$ cat config.mk
export PLATFORM = sky130hd
export DESIGN_NAME = lap_recorder
export DESIGN_NICKNAME = d
export VERILOG_FILES = /design/src/rtl/stopwatch_pkg.sv /design/src/rtl/lap_ram.sv /design/src/rtl/lap_recorder.sv
export SDC_FILE = /design/constraint.sdc
export NUM_CORES = 1
export LEC_CHECK = 0
export BUFFER_PORTS_ARGS = -buffer_cell sky130_fd_sc_hd__buf_2
export CORE_ASPECT_RATIO = 0.6
export CORE_MARGIN = 4
export CORE_UTILIZATION = 34
export DETAILED_ROUTE_END_ITERATION = 10
export PLACE_DENSITY = 0.46
export SLEW_MARGIN = 20
export SYNTH_ARGS = -nofsm -noshare
export SYNTH_HDL_FRONTEND = slang
export SYNTH_SLANG_ARGS = --single-unit
$ cat constraint.sdc
create_clock -name clk -period 13.3 [get_ports clk]
set_clock_uncertainty 0.05 [all_clocks]
set_input_delay 1.33 -clock clk [delete_from_list [all_inputs] [get_ports clk]]
set_output_delay 1.33 -clock clk [all_outputs]
set_load 0.01 [all_outputs]
$ cat src/rtl/stopwatch_pkg.sv
// Shared stopwatch types and constants.
//   TIME_W / DIGIT_W : width of a full BCD time word and of one BCD digit
//   bcd_time_t       : {minutes, sec_msb, sec_lsb, tenths, hundredths}
//   lap_state_t      : lap_recorder controller states
package stopwatch_pkg;

  localparam int TIME_W  = 20;
  localparam int DIGIT_W = 4;

  typedef struct packed {
    logic [DIGIT_W-1:0] minutes;
    logic [DIGIT_W-1:0] sec_msb;
    logic [DIGIT_W-1:0] sec_lsb;
    logic [DIGIT_W-1:0] tenths;
    logic [DIGIT_W-1:0] hundredths;
  } bcd_time_t;

  typedef enum logic [1:0] {
    IDLE    = 2'd0,
    CAPTURE = 2'd1,
    RECALL  = 2'd2,
    CLEAR   = 2'd3
  } lap_state_t;

endpackage

$ cat src/rtl/lap_ram.sv
// Lap storage: DEPTH x TIME_W single-port RAM, synchronous write,
// registered read.
//   clk     : clock
//   rst     : synchronous active-high reset, clears only the read register
//   we      : write enable, wr_data stored at addr
//   re      : read enable, mem[addr] loaded into rd_data
//   addr    : shared read/write address
//   wr_data : write data
//   rd_data : read register; holds its value while re is low
module lap_ram
  import stopwatch_pkg::*;
#(
  parameter  int DEPTH = 16,
  localparam int AW    = $clog2(DEPTH)
) (
  input  logic              clk,
  input  logic              rst,
  input  logic              we,
  input  logic              re,
  input  logic [AW-1:0]     addr,
  input  logic [TIME_W-1:0] wr_data,
  output logic [TIME_W-1:0] rd_data
);

  logic [TIME_W-1:0] mem [DEPTH];

  always_ff @(posedge clk) begin
    if (we) mem[addr] <= wr_data;
  end

  // Read register only moves on an explicit read, so writes during capture
  // or clear never disturb the last recalled value.
  always_ff @(posedge clk) begin
    if (rst)     rd_data <= '0;
    else if (re) rd_data <= mem[addr];
  end

endmodule

$ cat src/rtl/lap_recorder.sv
// Lap-time capture and recall controller (100 Hz domain).
// Captures time_in on each lap into a circular buffer and plays laps back,
// oldest first, one per recall.
//   clk       : stopwatch clock
//   rst       : synchronous active-high reset
//   lap       : one-cycle capture request
//   time_in   : current BCD time from the timer
//   recall    : one-cycle request for the next stored lap
//   clear     : one-cycle request to erase all laps
//   lap_time  : recalled lap value
//   lap_valid : one-cycle strobe marking new lap_time / lap_index
//   lap_index : position of recalled entry, 0 = oldest
//   lap_count : number of stored entries, 0..DEPTH
//   empty     : lap_count == 0
//   full      : lap_count == DEPTH
//   overflow  : sticky, a lap arrived while full
//   busy      : controller not in IDLE
// Build option: define LAP_OVERWRITE_EN to let a lap while full overwrite
// the oldest entry; otherwise such a lap is discarded.
module lap_recorder
  import stopwatch_pkg::*;
#(
  parameter  int DEPTH = 16,
  localparam int AW    = $clog2(DEPTH)
) (
  input  logic              clk,
  input  logic              rst,
  input  logic              lap,
  input  logic [TIME_W-1:0] time_in,
  input  logic              recall,
  input  logic              clear,
  output logic [TIME_W-1:0] lap_time,
  output logic              lap_valid,
  output logic [AW-1:0]     lap_index,
  output logic [AW:0]       lap_count,
  output logic              empty,
  output logic              full,
  output logic              overflow,
  output logic              busy
);

  localparam logic [AW:0]   DEPTH_C   = (AW+1)'(DEPTH);
  localparam logic [AW-1:0] LAST_ADDR = AW'(DEPTH-1);

  lap_state_t        state_q, state_d;
  logic              pend_q;
  logic [AW-1:0]     wr_ptr, rd_ofs, clr_cnt;
  bcd_time_t         cap_time_p0;
  logic [AW:0]       count_d;

  logic              lap_req, take_clear, take_lap, take_recall;
  logic              cap_write, clr_last;
  logic [AW-1:0]     rd_addr;

  logic              ram_we, ram_re;
  logic [AW-1:0]     ram_addr;
  logic [TIME_W-1:0] ram_wdata;

  // A pending lap competes in IDLE exactly like a fresh lap request.
  always_comb begin
    lap_req     = lap | pend_q;
    take_clear  = (state_q == IDLE) && clear;
    take_lap    = (state_q == IDLE) && !clear && lap_req;
    take_recall = (state_q == IDLE) && !clear && !lap_req && recall && !empty;
    clr_last    = (clr_cnt == LAST_ADDR);
    // Oldest entry sits lap_count behind the write pointer; when full the
    // low bits of lap_count are zero and this lands on wr_ptr itself.
    rd_addr     = wr_ptr - lap_count[AW-1:0] + rd_ofs;
`ifdef LAP_OVERWRITE_EN
    cap_write   = 1'b1;
`else
    cap_write   = !full;
`endif
  end

  always_ff @(posedge clk) begin
    if (rst) state_q <= IDLE;
    else     state_q <= state_d;
  end

  always_comb begin
    state_d = state_q;
    case (state_q)
      IDLE: begin
        if (take_clear)       state_d = CLEAR;
        else if (take_lap)    state_d = CAPTURE;
        else if (take_recall) state_d = RECALL;
      end
      CAPTURE: state_d = IDLE;
      RECALL:  state_d = IDLE;
      CLEAR:   if (clr_last) state_d = IDLE;
      default: state_d = IDLE;
    endcase
  end

  always_comb begin
    ram_we    = 1'b0;
    ram_re    = 1'b0;
    ram_addr  = rd_addr;
    ram_wdata = cap_time_p0;
    case (state_q)
      CAPTURE: begin
        ram_we   = cap_write;
        ram_addr = wr_ptr;
      end
      RECALL:  ram_re = 1'b1;
      CLEAR: begin
        ram_we    = 1'b1;
        ram_addr  = clr_cnt;
        ram_wdata = '0;
      end
      default: ;
    endcase
  end

  always_comb begin
    count_d = lap_count;
    if (state_q == CAPTURE && lap_count != DEPTH_C) count_d = lap_count + (AW+1)'(1);
    if (state_q == CLEAR && clr_last)               count_d = '0;
  end

  // Stage p0: time sample taken in the accepting IDLE cycle.
  always_ff @(posedge clk) begin
    if (take_lap) cap_time_p0 <= bcd_time_t'(time_in);
  end

  // Stage p1: write / read issued, counters and flags committed.
  always_ff @(posedge clk) begin
    if (rst) begin
      pend_q    <= 1'b0;
      wr_ptr    <= '0;
      rd_ofs    <= '0;
      clr_cnt   <= '0;
      lap_count <= '0;
      lap_index <= '0;
      lap_valid <= 1'b0;
      empty     <= 1'b1;
      full      <= 1'b0;
      overflow  <= 1'b0;
      busy      <= 1'b0;
    end else begin
      busy      <= (state_d != IDLE);
      lap_count <= count_d;
      empty     <= (count_d == '0);
      full      <= (count_d == DEPTH_C);
      lap_valid <= (state_q == RECALL);

      // One-deep: a set flag just absorbs further laps. Leaving IDLE always
      // consumes it, either served or dropped under a clear.
      if ((state_q == CAPTURE || state_q == RECALL) && lap) pend_q <= 1'b1;
      else if (state_q == IDLE)                             pend_q <= 1'b0;

      case (state_q)
        CAPTURE: begin
          rd_ofs <= '0;
          if (cap_write) wr_ptr   <= wr_ptr + AW'(1);
          if (full)      overflow <= 1'b1;
        end
        RECALL: begin
          lap_index <= rd_ofs;
          if ({1'b0, rd_ofs} == lap_count - (AW+1)'(1)) rd_ofs <= '0;
          else                                         rd_ofs <= rd_ofs + AW'(1);
        end
        CLEAR: begin
          clr_cnt <= clr_cnt + AW'(1);
          if (clr_last) begin
            wr_ptr   <= '0;
            rd_ofs   <= '0;
            overflow <= 1'b0;
          end
        end
        default: clr_cnt <= '0;
      endcase
    end
  end

  lap_ram #(.DEPTH(DEPTH)) u_ram (
    .clk     (clk),
    .rst     (rst),
    .we      (ram_we),
    .re      (ram_re),
    .addr    (ram_addr),
    .wr_data (ram_wdata),
    .rd_data (lap_time)
  );

endmodule

==> results of run 1 <==
metrics by stage:
stage	cells	hold slack, ns	worst slack, ns	instance area (um^2)	util, %
floorplan	1043	0.422	8.99	15500	-
global placement	1653	0.430	8.81	16500	36.8
detailed placement	1653	0.428	8.91	16600	36.9
CTS	1724	0.446	8.90	17800	39.7
global route	1724	0.467	8.64	17800	39.7
finish	1724	0.444	8.96	17800	39.7
registers in the layout (all words and copies together) (netlist names), 4 cells and up:
name / count
cap_time_p0: 20
clr_cnt: 4
lap_count: 5
lap_index: 4
rd_ofs: 4
u_ram.mem: 320
u_ram.rd_data: 20
wr_ptr: 4
layout by cell type, fill, tap and decap left out, drive strengths merged, types with 3 or more instances in the layout:
cell / netlist / routed
a21o: 4 / 4
a21oi: 14 / 14
a22oi: 23 / 23
a41oi: 22 / 22
and2: 3 / 3
buf: 21 / 84
clkbuf: 42 / 60
clkinv: 0 / 8
dfxtp: 49 / 49
edfxtp: 340 / 340
fa: 3 / 3
ha: 15 / 15
inv: 18 / 18
mux2i: 5 / 5
mux4: 40 / 40
nand2: 175 / 175
nand2b: 4 / 4
nand3: 88 / 88
nand4: 24 / 24
nand4b: 20 / 20
nor2: 34 / 34
nor2b: 24 / 24
nor3: 6 / 6
o21ai: 25 / 25
or2: 3 / 3
xnor2: 8 / 8
xor2: 7 / 7
worst min-delay path, delay by kind of cell, from the launching register on:
family	cells	cell delay, ns
AND/OR/NAND/NOR	1	0.07
flip-flops	1	0.32
multiplexers	1	0.06
per-layer routing:
layer  wire, um  up-vias  global-route usage (%)
li1           -     4091                       -
met1      23500     4688                    30.6
met2      16500      338                    22.0
met3       3800       42                    4.86
met4        607        0                    3.23
met5          0        -                       0
power by group through the flow:
stage | registers [mW] | logic [mW] | clock network, mW
2_1_floorplan | 1.59 | 1.21 | 0
3_3_place_gp | 1.60 | 1.92 | 0
3_5_place_dp | 1.59 | 1.93 | 0
4_1_cts | 1.57 | 1.94 | 1.12
5_1_grt | 1.58 | 2.10 | 1.18
6_report | 1.57 | 1.95 | 1.10
kinds of logic after synthesis:
family	Yosys count	synth area share, %
buffers and inverters	81	2.34
adder cells (fa/ha/maj)	18	1.60
flip-flops	389	72.3
XOR/XNOR	15	0.849
multiplexers	46	6.22
AND/OR/NAND/NOR	391	12.1
AO/OA/AOI/OAI	103	4.59
path summary, 6_finish.rpt:
| kind | start | end | cells after the start |
|---|---|---|---|
| max | rd_ofs[0] | u_ram.rd_data[19] | 11 |
| max reg2reg | rd_ofs[0] | u_ram.rd_data[19] | 11 |
| min | lap_index[3] | lap_index[3] | 2 |
| min reg2reg | lap_index[3] | lap_index[3] | 2 |
layout make-up:
class / instances / area (um^2)
Fill cell: 4140 / 27100
Sequential cell: 389 / 11200
Multi-Input combinational cell: 573 / 4090
Clock buffer: 60 / 1160
Tap cell: 589 / 737
Timing Repair Buffer: 84 / 485
Clock inverter: 11 / 101
Inverter: 18 / 67.6
==> summary.txt, run 1 <==
Outcome: finished, final reports clean
Sw frac: 40.2%
CP top delay family: buffers and inverters
MaxCap Viol Count: 0
Cell types occupying the most area after synthesis: edfxtp_1, dfxtp_1, mux4_2
Sequential Power Share: 34.0%
Via count: 9159
Sw power: 1.86 mW
Largest net degree at the start of global routing: 69
Pint: 2.76 mW
Layout Nets: 1148
Residual DRC: 0
N_diodes: 0
YS warnings: 0
Register area share after synthesis: 72.3%
Top FF cell, synth: edfxtp_1
Combinational power share: 42.2%
Slew Viols, Final: 0
Final worst-path cycle share: 32.7%
Die Width: 283 um
Row cnt: 60
Upper clock frequency limit: 230 MHz
Die height: 173 um
Die ar.: 49100 um^2
Number of global-route vias before repair: 8757
Cell count after synthesis: 1043
Static Leak: 5.96 nW
Startpoint types: register
Hold Path Class: register to register
DR WL/cell: 25.8 um
Yosys reg bits: 389
Post-synthesis async set-or-reset flop share: 0%
Critical path buffer and inverter count: 4
Clk_lat worst skew: 0.54 ns
Clock Root Buffer: clkbuf_16
Slowest stage delay, CP: 0.81 ns
Clock share of power: 23.8%
Unique masters post-synth: 49
Via density: 5.31
Global-route wire length before repair: 64800 um
CP max FO: 68
EDFF count, synth: 340
H-tree levels: 2
Buffer count from post-CTS setup fixing: 0
Clock Tree Buf Depth: 3
Initial Util: 34.5%
Worst-Margin Slew: 1.05 ns
Area leader, netlist: edfxtp_1
VDD IR-drop max: 0.000202 V
Kind of critical path: register to register
Mapped cell area: 15500 um^2
CTS buffer count: 39
Initial DRC Count: 1116
WP data required: 13.59 ns
CTS tree: built
Layout cells sized above 1: 19.1%
Top cells by count, synth: edfxtp_1, nand2_1, nand3_1
Tmin final: 4.34 ns
Clk sink count: 389
Top-count cell post-synth: edfxtp_1
R2r setup slk: 8.96 ns
Final Setup Violations: 0
Initial antenna violation count: 1
RD Place Congestion: 0.806
Syn_area_per_cell: 14.8 um^2
Gr ovfl total: 0
Num ports: 59
Antenna Nets Post-Route: 0
Final Hold Viols: 0
Setup repair after global routing missed its margin: false
Port bufs: 58
Cts repair resizes: 0
Power Density: 259 nW/um^2
Gr usage total: 17.9%
Total negative setup slack: 0 ns
CP max-delay cell: buf_4
Final WL: 44500 um
CP arrival: 4.64 ns
Normalized max-slew margin: 29.9%
Clock transition at path regs: 0.06 ns
Mapped Nets: 1086
DR pass1 iterations: 5
Tot Pwr: 4.61 mW
CTS Hold Buffers Added: 0
Critical path cell sequence: inv_1 > ha_1 > inv_1 > ha_1 > or3b_1 > and2_4 > buf_4 > buf_4 > mux4_2 > a22oi_1 > a41oi_1
Post-DP HPWL: 27900 um
Setup crit end kind: register
Core area: 44900 um^2
Synth top area share: 66.0%
Layout area overhead: 15.2%
(Power assumes the default switching activity.)
==> run 2, diff against run 1 <==
- PLACE_DENSITY: 0.46 -> 0.48
- clock period: 13.3 -> 3.5 ns (I/O delays scaled with it)
==> summary.txt, run 2 (synthesis results as in run 1) <==
Clock transition at path regs: 0.07 ns (about the same)
Upper clock frequency limit: 301 MHz (+31%)
VDD IR-drop max: 0.000992 V (+390%)
Non-Filler Instances: 1796 (+4.2%)
Layout area overhead: 18.6%
Clk_lat worst skew: 0.53 ns (about the same)
Biggest regs: u_ram.mem x320, cap_time_p0 x20, u_ram.rd_data x20
Commonest non-fill, non-tap cell in the layout: edfxtp_1
WL met1: 22300 um (-5.1%)
WP data required: 3.89 ns (-9.70 ns)
Final Hold Viols: 0 (unchanged)
Row cnt: 60 (unchanged)
Kind of critical path: register to register
Sequential Power Share: 34.8% (+0.8 points)
Static Leak: 6.28 nW (+5.4%)
Placed Cells: 1708 (+3.3%)
Tmin final: 3.33 ns (-1.02 ns)
Final design area excluding fillers: 18300 um^2 (+2.9%)
Initial antenna violation count: 1 (unchanged)
Max reg flops: 320 (unchanged)
Via density: 5.18 (-2.5%)
Pint: 10.5 mW (+280%)
Top sig layer: met4
Power Density: 931 nW/um^2 (+260%)
Most frequent cells in the layout: edfxtp_1, nand2_1, nand3_1, buf_4, buf_2
FILL cells: 4185 (+1.1%)
Gr ovfl total: 0 (unchanged)
N_diodes: 0 (unchanged)
Antenna Nets Post-Route: 0 (unchanged)
Layout Nets: 1221 (+6.4%)
Combinational power share: 42.3% (about the same)
Largest net degree at the start of global routing: 57 (-17%)
Slew Viols, Final: 0 (unchanged)
Num ports: 59 (unchanged)
Post-DP HPWL: 26900 um (-3.3%)
Sw frac: 38.6% (-1.7 points)
Clock Tree Buf Depth: 3 (unchanged)
Clk sink count: 389 (unchanged)
Wire length on met3: 2480 um (-35%)
CP max-delay cell: fa_1
DR WL/cell: 23.5 um (-8.8%)
H-tree levels: 2 (unchanged)
Setup crit end kind: register
Port bufs: 58 (unchanged)
Layout cells sized above 1: 21.8% (+2.7 points)
Sw power: 6.59 mW (+260%)
Worst-Margin Slew: 0.939 ns (-0.112 ns)
Gr usage total: 17.0% (-0.88 points)
Routed wl met2: 17000 um (+2.5%)
Initial Util: 34.5% (unchanged)
Normalized max-slew margin: 36.6% (+6.7 points)
Final WL: 42200 um (-5.0%)
CTS tree: built
Die ar.: 49100 um^2 (unchanged)
Die height: 173 um (unchanged)
Via count: 9299 (+1.5%)
Critical path cell sequence: inv_1 > ha_1 > inv_1 > ha_1 > fa_1 > xor2_1 > a21oi_4 > buf_4 > buf_4 > nand4_1 > a41oi_1
Buffer count from post-CTS setup fixing: 0 (unchanged)
Initial DRC Count: 948 (-15%)
CP top delay family: adder cells
Startpoint types: register
Clock Root Buffer: clkbuf_16
Setup repair after global routing missed its margin: false
Clock share of power: 23.0% (-0.8 points)
Number of global-route vias before repair: 8967 (+2.4%)
Largest register by flop count: u_ram.mem
Final Setup Violations: 0 (unchanged)
Die Width: 283 um (unchanged)
Slowest stage delay, CP: 0.43 ns (-0.38 ns)
Final worst-path cycle share: 95.0% (+62 points)
DR pass1 iterations: 5 (unchanged)
RD Place Congestion: 0.807 (+0.11%)
Critical path buffer and inverter count: 4 (unchanged)
Core area: 44900 um^2 (unchanged)
Hold Path Class: input pin to register
CP max FO: 26 (-62%)
Global-route wire length before repair: 63000 um (-2.8%)
CTS buffer count: 37 (-5.1%)
Residual DRC: 0 (unchanged)
Outcome: finished, final reports clean
MaxCap Viol Count: 0 (unchanged)
CP arrival: 3.72 ns (-0.92 ns)
Tot Pwr: 17.1 mW (+270%)
Post-placement cell area: 17000 um^2 (+2.6%)
==> run 2: through the flow <==
step                      setup WS (ns)  hold WS [ns]  util (%)  setup TNS [ns]
after detailed placement          0.118         0.425      37.8               0
after global placement            0.163         0.413      37.8               0
after floorplan                  -0.498         0.380         -          -42.66
final                             0.174        0.0599      40.9               0
after CTS                         0.105        0.0353      40.9               0
after global routing             0.0635        0.0759      40.9               0
==> run 2: worst register-to-register path, stage by stage (launching register included) <==
cell and delay, ns:
dfxtp_1 0.42, inv_1 0.11, ha_1 0.28, inv_1 0.06, ha_1 0.22, fa_1 0.43, xor2_1 0.18, a21oi_4 0.16
buf_4 0.34, buf_4 0.40, nand4_1 0.31, a41oi_1 0.29
==> run 2: worst paths after layout <==
| path | startpoint | end | slack [ns] | cells past startpoint |
|---|---|---|---|---|
| worst max-delay path | rd_ofs[0] | u_ram.rd_data[14] | 0.17 | 11 |
| worst min-delay path | lap | pend_q | 0.06 | 3 |
| worst max register to register | rd_ofs[0] | u_ram.rd_data[14] | 0.17 | 11 |
| worst min register to register | overflow | overflow | 0.43 | 2 |
==> run 2: repair_timing <==
| item | 4_1_cts | 5_1_grt |
|---|---|---|
| endpoints found under the setup margin | 0 | 9 |
| endpoints found under the hold margin | 20 | 0 |
| hold buffers | 20 | 0 |
| gates resized for setup | 0 | 1 |
==> run 2: layout make-up <==
type	instances	area (um^2)	area share [%]
Timing Repair Buffer	159	1150	6.26
Sequential cell	389	11200	61.0
Clock inverter	18	125	0.682
Multi-Input combinational cell	573	4040	22.0
Clock buffer	50	1040	5.65
Tap cell	589	737	4.02
Inverter	18	67.6	0.368
==> run 2: metal layers <==
layer,vias up,track usage [%]
met5,-,0.192
met4,0,2.60
li1,4236,-
met3,38,3.39
met1,4755,28.5
met2,270,22.8
==> run 2: power groups by stage <==
| stage | sequential [mW] | clock (mW) | combinational, mW |
|---|---|---|---|
| finish | 5.94 | 3.92 | 7.22 |
| global route | 5.98 | 4.26 | 7.86 |
| CTS | 5.95 | 4.04 | 7.30 |
| detailed placement | 6.05 | 0 | 7.27 |
| global placement | 6.04 | 0 | 7.25 |
| floorplan | 6.02 | 0 | 4.65 |
